## config.mk

```make
export PLATFORM = sky130hd
export DESIGN_NAME = baud_cfg_ctrl
export DESIGN_NICKNAME = d
export VERILOG_FILES = /design/src/rtl/baud_cfg_pkg.sv /design/src/rtl/baud_cfg_ctrl_tick.sv /design/src/rtl/baud_cfg_ctrl.sv
export SDC_FILE = /design/constraint.sdc
export NUM_CORES = 1
export LEC_CHECK = 0
export BUFFER_PORTS_ARGS = -buffer_cell sky130_fd_sc_hd__buf_2
export CORE_ASPECT_RATIO = 1.1
export CORE_UTILIZATION = 61
export CTS_BUF_LIST = sky130_fd_sc_hd__clkbuf_16
export DETAILED_ROUTE_END_ITERATION = 7
export PLACE_DENSITY = 0.85
export SYNTH_ARGS = -nofsm -noshare
export SYNTH_HDL_FRONTEND = slang
export SYNTH_SLANG_ARGS = --single-unit
```

## constraint.sdc

```tcl
create_clock -name clk -period 2.8 [get_ports clk]
set_input_delay 0.42 -clock clk [delete_from_list [all_inputs] [get_ports clk]]
set_output_delay 0.42 -clock clk [all_outputs]
set_load 0.02 [all_outputs]
```

## src/rtl/baud_cfg_pkg.sv

```systemverilog
// baud_cfg_pkg: shared states, baud code limit and error codes for the baud configuration controller
package baud_cfg_pkg;
    typedef enum logic [2:0] {IDLE, DRAIN, APPLY, SETTLE, FINISH} state_e;
    localparam logic [2:0] BAUD_CODE_MAX = 3'd4;
    localparam logic [1:0] ERR_ILLEGAL = 2'b01;
    localparam logic [1:0] ERR_TIMEOUT = 2'b10;
endpackage

```

## src/rtl/baud_cfg_ctrl_tick.sv

```systemverilog
// bd_tick_counter: counts rising edges of the registered clk_bd baud tick while not cleared
module bd_tick_counter #(
    parameter int W = 2
) (
    input  logic         clk,
    input  logic         rst,
    input  logic         clear,
    input  logic         clk_bd,
    output logic [W-1:0] count
);
    logic         bd_q;
    logic [W-1:0] count_q;
    always_ff @(posedge clk) begin
        if (rst) begin
            bd_q    <= 1'b0;
            count_q <= '0;
        end else begin
            bd_q    <= clk_bd;
            count_q <= clear ? '0 : count_q + W'(clk_bd & ~bd_q);
        end
    end
    assign count = count_q;
endmodule

```

## src/rtl/baud_cfg_ctrl.sv

```systemverilog
// baud_cfg_ctrl: drains the UART link, applies a new baud code, waits for it to settle and reports done/err
module baud_cfg_ctrl
    import baud_cfg_pkg::*;
#(
    parameter int SETTLE_TICKS  = 2,
    parameter int DRAIN_TIMEOUT = 1048575
) (
    input  logic       clk,
    input  logic       rst,
    input  logic       cfg_valid,
    input  logic [2:0] cfg_baud,
    output logic       cfg_ready,
    input  logic       tx_busy,
    input  logic       rx_busy,
    input  logic       clk_bd,
    output logic       link_hold,
    output logic [2:0] baud,
    output logic       baud_ready,
    output logic [2:0] cur_baud,
    output logic       done,
    output logic       err,
    output logic [1:0] err_code
);
    localparam int CW = $clog2(SETTLE_TICKS + 2);
    state_e      state_q, state_d;
    logic [2:0]  pend_q, pend_d, cur_q, cur_d;
    logic [19:0] drain_q, drain_d;
    logic        done_q, done_d, err_q, err_d;
    logic [1:0]  code_q, code_d;
    logic [CW-1:0] ticks;
    bd_tick_counter #(.W(CW)) u_tick (
        .clk    (clk),
        .rst    (rst),
        .clear  (state_q != SETTLE),
        .clk_bd (clk_bd),
        .count  (ticks)
    );
    always_comb begin
        state_d = state_q;
        pend_d  = pend_q;
        cur_d   = cur_q;
        drain_d = '0;
        done_d  = 1'b0;
        err_d   = 1'b0;
        code_d  = code_q;
        case (state_q)
            IDLE: if (cfg_valid) begin
                if (cfg_baud > BAUD_CODE_MAX) begin
                    err_d  = 1'b1;
                    code_d = ERR_ILLEGAL;
                end else if (cfg_baud == cur_q) begin
                    done_d = 1'b1;
                end else begin
                    pend_d  = cfg_baud;
                    state_d = DRAIN;
                end
            end
            DRAIN: if (!tx_busy && !rx_busy) begin
                state_d = APPLY;
                cur_d   = pend_q;
            end else if (drain_q == 20'(DRAIN_TIMEOUT - 1)) begin
                state_d = IDLE;
                err_d   = 1'b1;
                code_d  = ERR_TIMEOUT;
            end else begin
                drain_d = drain_q + 20'd1;
            end
            APPLY:  state_d = SETTLE;
            SETTLE: if (ticks >= CW'(SETTLE_TICKS)) begin
                state_d = FINISH;
                done_d  = 1'b1;
            end
            FINISH: state_d = IDLE;
            default: state_d = IDLE;
        endcase
    end
    always_ff @(posedge clk) begin
        if (rst) begin
            state_q <= IDLE;
            pend_q  <= '0;
            cur_q   <= '0;
            drain_q <= '0;
            done_q  <= 1'b0;
            err_q   <= 1'b0;
            code_q  <= '0;
        end else begin
            state_q <= state_d;
            pend_q  <= pend_d;
            cur_q   <= cur_d;
            drain_q <= drain_d;
            done_q  <= done_d;
            err_q   <= err_d;
            code_q  <= code_d;
        end
    end
    assign cfg_ready  = state_q == IDLE;
    assign link_hold  = state_q != IDLE;
    assign baud_ready = state_q == APPLY;
    assign baud       = cur_q;
    assign cur_baud   = cur_q;
    assign done       = done_q;
    assign err        = err_q;
    assign err_code   = code_q;
endmodule

```

==> flow_summary.json, run 1 <==
{
  "ios": 22,
  "synth.ff_latch_count": 36,
  "clk_latency_ns": 0.28,
  "slew_headroom": 0.674,
  "syn_area_um2": 1710,
  "r2r_cells": 4,
  "nets": 224,
  "r2r_slack_ns": 0.95,
  "grt_usage": 0.257,
  "path_cells": "nand4_2 -> or3_1 -> or4_1 -> nor3b_1",
  "final_antenna_net_count": 0,
  "postCtsSetupRepairBufs": 0,
  "syn_avg_cell_area_um2": 8.88,
  "cts_buffers": 5,
  "drt_iter0_markers": 33,
  "wl_per_cell_um": 13.5,
  "intPower_uw": 972,
  "layout_commonest_cell": "dfxtp_1",
  "routabilityCongestion": 0.772,
  "firstDrtPassIters": 6,
  "hold_end": "u_tick.bd_q$_SDFF_PP0_",
  "die_w_um": 52.5,
  "cts_num_sinks": 36,
  "die_h_um": 57.6,
  "drv_cap": 0,
  "max_freq_mhz": 540,
  "initial_core_util": 0.661,
  "p_switching_uw": 264,
  "whs_path_depth": 2,
  "setup_violations": 0,
  "syn_nets": 205,
  "drcViolationCount": 0,
  "synth.area.top_cells": "dfxtp_1 42%, nor2_1 4.6%, xnor2_1 4.6%",
  "cp-end-kind": "register",
  "path_class": "reg -> reg",
  "slowest_delay_ns": 0.52,
  "crit_arrival_ns": 2.01,
  "pwr-share-comb": 0.065,
  "swShare": 0.213,
  "via_per_inst": 5.89,
  "area_growth_pct": 15.3,
  "final_util": 0.762,
  "cts_buffer_depth": 2,
  "period_share": 0.661,
  "ys_types": 38,
  "yosysSeqAreaShare": 0.421,
  "crit_fanout": 6,
  "vias": 1437,
  "overflow": 0,
  "h-tree-depth": 2,
  "antenna_found_initial": 0,
  "period_needed_ns": 1.85,
  "start_kind": "register",
  "clk_pin_slew_ns": 0.06,
  "ir_drop_mv": 0.632,
  "grt_pass1_wl_um": 5510,
  "grt_pass1_vias": 1323,
  "crit_slowest_cell": "or4_1",
  "diodes": 0,
  "p_leak_uw": 0.000765,
  "sequentialPowerShare": 0.429,
  "rows": 19,
  "p_per_area_nw_per_um2": 626,
  "synth_cells": 193,
  "ys.warnings.count": 0,
  "rsz0062_at_grt": "false",
  "hpwlAfterDp_um": 2360,
  "final-max-slew-violation-count": 0,
  "final_cell_mix": "36 x dfxtp_1, 21 x nor2_1, 21 x buf_2",
  "drive_gt1_frac": 0.169,
  "status": "complete, no violations",
  "required_ns": 2.96,
  "yosysTopAreaCell": "dfxtp_1",
  "clkPwrFrac": 0.506,
  "cts_resized": 0,
  "r2r_end": "err_code[0]$_SDFFE_PP0P_",
  "io_buffer_count": 21,
  "hold_path_class": "in -> reg",
  "root_buffer": "clkbuf_16",
  "core_um2": 2590,
  "ctsHoldBuffers": 0,
  "grt_max_degree": 21,
  "min-delay-start": "clk_bd",
  "cts_tree": "built",
  "wl_um": 3290,
  "fin_tns_setup_ns": 0,
  "yosys.area.top_type_share": 0.421,
  "r2r_start": "drain_q[5]$_SDFF_PP0_",
  "final-hold-violation-count": 0,
  "dieArea_um2": 3020,
  "fin_skew_ns": 0.00624,
  "worst_pin_slew_ns": 0.486
}
registers in the layout, indices dropped and copies added (netlist names):
register,count
drain_q,20
baud,3
pend_q,3
state_q,3
err_code,2
u_tick.count,2
done,1
err,1
u_tick.bd_q,1
power by group through the flow:
stage	combinational, uW	sequential [uW]	clock [uW]
after floorplan	58.1	540	0
after global placement	77.1	541	0
after detailed placement	80.1	541	0
after CTS	81.4	530	638
after global routing	88.6	532	659
final	80.9	531	625
worst max-delay path: cells and delay by family, from the launching register on:
family	cells	cell delay [ns]
and+or+nand+nor	4	1.30
DFF	1	0.43
cell families (layout without fill, tap and decap cells):
| family | after synthesis | after routing | synth area share |
|---|---|---|---|
| compound gates | 26 | 26 | 0.0935 |
| xor+xnor | 15 | 15 | 0.0767 |
| fa+ha+maj | 3 | 3 | 0.0219 |
| buf+inv | 13 | 33 | 0.0394 |
| flops | 36 | 36 | 0.421 |
| mux | 6 | 6 | 0.0351 |
| simple gates | 94 | 94 | 0.313 |
metal layers:
layer  GRT usage  wire [um]  vias to the layer above
met5           0          0                        -
met4       0.188        151                        0
met3      0.0907        129                       12
met2       0.438       1620                       30
met1       0.247       1380                      676
li1            -          -                      719
cell type report:
type / instances / area, um2
multi-input combinational: 144 / 925
sequential: 36 / 721
fill: 183 / 616
clock buffer: 5 / 125
timing repair buffer: 22 / 113
clock inverter: 3 / 42.5
tap: 31 / 38.8
inverter: 3 / 11.3
per-stage QoR:
stage / setup slack [ns] / std cells / power (uW) / hold WS [ns] / instance area (um2)
after floorplan: 0.992 / 193 / 598 / 0.437 / 1710
after global routing: 0.875 / 244 / 1280 / 0.378 / 1980
after detailed placement: 0.943 / 236 / 622 / 0.452 / 1810
final: 0.949 / 244 / 1240 / 0.370 / 1980
after global placement: 0.965 / 236 / 618 / 0.444 / 1810
after CTS: 0.975 / 244 / 1250 / 0.375 / 1980
how the worst max path moves through the flow:
stage / cells past startpoint / slack, ns / start / end
floorplan: 5 / 0.99 / state_q[0]$_SDFFE_PP0P_ / pend_q[0]$_SDFFE_PP0P_
global placement: 5 / 0.96 / cfg_baud[1] / state_q[0]$_SDFFE_PP0P_
detailed placement: 5 / 0.94 / cfg_baud[1] / state_q[0]$_SDFFE_PP0P_
CTS: 4 / 0.97 / drain_q[5]$_SDFF_PP0_ / err_code[0]$_SDFFE_PP0P_
global route: 4 / 0.87 / drain_q[5]$_SDFF_PP0_ / err_code[0]$_SDFFE_PP0P_
finish: 4 / 0.95 / drain_q[5]$_SDFF_PP0_ / err_code[0]$_SDFFE_PP0P_
synthesized netlist by cell type, drive strengths merged:
| cell | instances |
|---|---|
| a2111oi | 1 |
| a21bo | 1 |
| a21oi | 8 |
| a311o | 1 |
| a31oi | 1 |
| and2 | 1 |
| and3 | 6 |
| and4 | 4 |
| and4bb | 1 |
| buf | 7 |
| clkbuf | 3 |
| dfxtp | 36 |
| ha | 3 |
| inv | 3 |
| mux2i | 6 |
| nand2 | 11 |
| nand2b | 9 |
| nand3 | 9 |
| nand4 | 7 |
| nor2 | 21 |
| nor2b | 3 |
| nor3 | 5 |
| nor3b | 1 |
| nor4 | 1 |
| nor4bb | 1 |
| o21a | 1 |
| o21ai | 11 |
| o31a | 1 |
| o31ai | 1 |
| or3 | 9 |
| or3b | 1 |
| or4 | 2 |
| or4b | 2 |
| xnor2 | 9 |
| xor2 | 6 |
Power figures use the tool's default switching activity.
==> run 2: changes to the inputs <==
--- a/config.mk
+++ b/config.mk
@@ -7,10 +7,10 @@
 export LEC_CHECK = 0
 export BUFFER_PORTS_ARGS = -buffer_cell sky130_fd_sc_hd__buf_2
 export CORE_ASPECT_RATIO = 1.1
-export CORE_UTILIZATION = 61
+export CORE_UTILIZATION = 56
 export CTS_BUF_LIST = sky130_fd_sc_hd__clkbuf_16
 export DETAILED_ROUTE_END_ITERATION = 7
-export PLACE_DENSITY = 0.85
+export PLACE_DENSITY = 0.8
 export SYNTH_ARGS = -nofsm -noshare
 export SYNTH_HDL_FRONTEND = slang
 export SYNTH_SLANG_ARGS = --single-unit
==> constraint.sdc (replaced) <==
create_clock -name clk -period 1.8 [get_ports clk]
set_input_delay 0.27 -clock clk [delete_from_list [all_inputs] [get_ports clk]]
set_output_delay 0.27 -clock clk [all_outputs]
set_load 0.02 [all_outputs]
==> flow_summary.json, run 2 (synthesis results as in run 1) <==
{
  "clk_pin_slew_ns": 0.05,
  "nets": 232,
  "drt_iter0_markers": 46,
  "firstDrtPassIters": 4,
  "setup_violations": 0,
  "crit_arrival_ns": 1.88,
  "worst_pin_slew_ns": 0.383,
  "layout_commonest_cell": "dfxtp_1",
  "h-tree-depth": 2,
  "dieArea_um2": 3280,
  "rsz0062_at_grt": "false",
  "period_share": 0.956,
  "crit_path_start": "drain_q[0]$_SDFF_PP0_",
  "final_cell_mix": "35 x dfxtp_1, 21 x nor2_1, 21 x buf_2",
  "cts_buffer_depth": 2,
  "hold_path_class": "in -> reg",
  "max_freq_mhz": 581,
  "start_kind": "register",
  "final-hold-violation-count": 0,
  "fin_tns_setup_ns": 0,
  "area_growth_pct": 18.2,
  "root_buffer": "clkbuf_16",
  "initial_core_util": 0.606,
  "diodes": 0,
  "drive_gt1_frac": 0.214,
  "routabilityCongestion": 0.780,
  "drcViolationCount": 0,
  "p_per_area_nw_per_um2": 870,
  "core_um2": 2830,
  "grt_usage": 0.245,
  "via_per_inst": 5.83,
  "cts_buffers": 5,
  "drv_cap": 0,
  "crit_fanout": 5,
  "period_needed_ns": 1.72,
  "ios": 22,
  "grt_pass1_vias": 1333,
  "final-max-slew-violation-count": 0,
  "r2r_slack_ns": 0.08,
  "wl_per_cell_um": 14.5,
  "path_class": "reg -> reg",
  "slew_headroom": 0.744,
  "cp-end-kind": "register",
  "placed_cells": 245,
  "status": "complete, no violations",
  "layout_setup_ws_ns": 0.0792,
  "min-delay-start": "clk_bd",
  "power.total_uw": 1760,
  "grt_max_degree": 21,
  "die_w_um": 54.7,
  "final_cell_count_no_fill": 253,
  "largest_reg_flops": 20,
  "io_buffer_count": 21,
  "vias": 1476,
  "rows": 20,
  "cts_num_sinks": 36,
  "ir_drop_mv": 0.764,
  "required_ns": 1.95,
  "grt_pass1_wl_um": 5580,
  "dp_slack_ns": 0.0584,
  "clk_latency_ns": 0.28,
  "r2r_start": "drain_q[0]$_SDFF_PP0_",
  "final_antenna_net_count": 0,
  "fin_skew_ns": 0.00489,
  "p_leak_uw": 0.000805,
  "overflow": 0,
  "max_flop_register": "drain_q",
  "die_h_um": 60.0,
  "hpwlAfterDp_um": 2620,
  "antenna_found_initial": 0,
  "wl_um": 3660,
  "cts_tree": "built"
}
-- run 2: what timing repair did --
item | in CTS | in global routing
setup endpoints to repair | 0 | 11
setup buffers | 0 | 1
hold buffers | 0 | 0
resized for setup | 0 | 4
-- run 2: cell type report --
class / instances / area (um2)
clock buffers: 5 / 125
flip-flops and latches: 36 / 722
fillers: 217 / 803
repair buffers: 30 / 173
clock inverters: 2 / 8.76
inverters: 3 / 11.3
well taps: 33 / 41.3
multi-input cells: 144 / 943
-- run 2: critical path: stages, from the launching register on --
cell	delay, ns
dfxtp_2	0.34
inv_1	0.06
ha_1	0.13
nand4_1	0.09
or3_4	0.35
or4_4	0.49
nor3b_1	0.15
-- run 2: power by group --
part / total [uW] / switching (uW) / internal, uW / leakage (uW)
registers: 821 / 8.23 / 813 / 0.000292
clock network: 795 / 298 / 496 / 0.0000709
logic: 145 / 84.6 / 60.3 / 0.000442
total: 1760 / 391 / 1370 / 0.000805
-- run 2: final timing paths --
check	to	cells past startpoint
max	err_code[0]$_SDFFE_PP0P_	6
min	u_tick.bd_q$_SDFF_PP0_	2
max reg2reg	err_code[0]$_SDFFE_PP0P_	6
min reg2reg	drain_q[0]$_SDFF_PP0_	1
-- run 2: through the flow --
| stage | hold WS, ns | area [um2] | util |
|---|---|---|---|
| after global routing | 0.223 | 2020 | 0.716 |
| after global placement | 0.449 | 1870 | 0.661 |
| after detailed placement | 0.465 | 1870 | 0.661 |
| final | 0.215 | 2020 | 0.716 |
| after floorplan | 0.398 | 1720 | - |
| after CTS | 0.218 | 2000 | 0.708 |
-- run 2: metal layers --
metal / vias to the layer above / GRT usage / wire length [um]
li1: 741 / - / -
met1: 693 / 0.239 / 1500
met2: 36 / 0.454 / 1970
met3: 6 / 0.0763 / 143
met4: 0 / 0.103 / 52
met5: - / 0 / 0
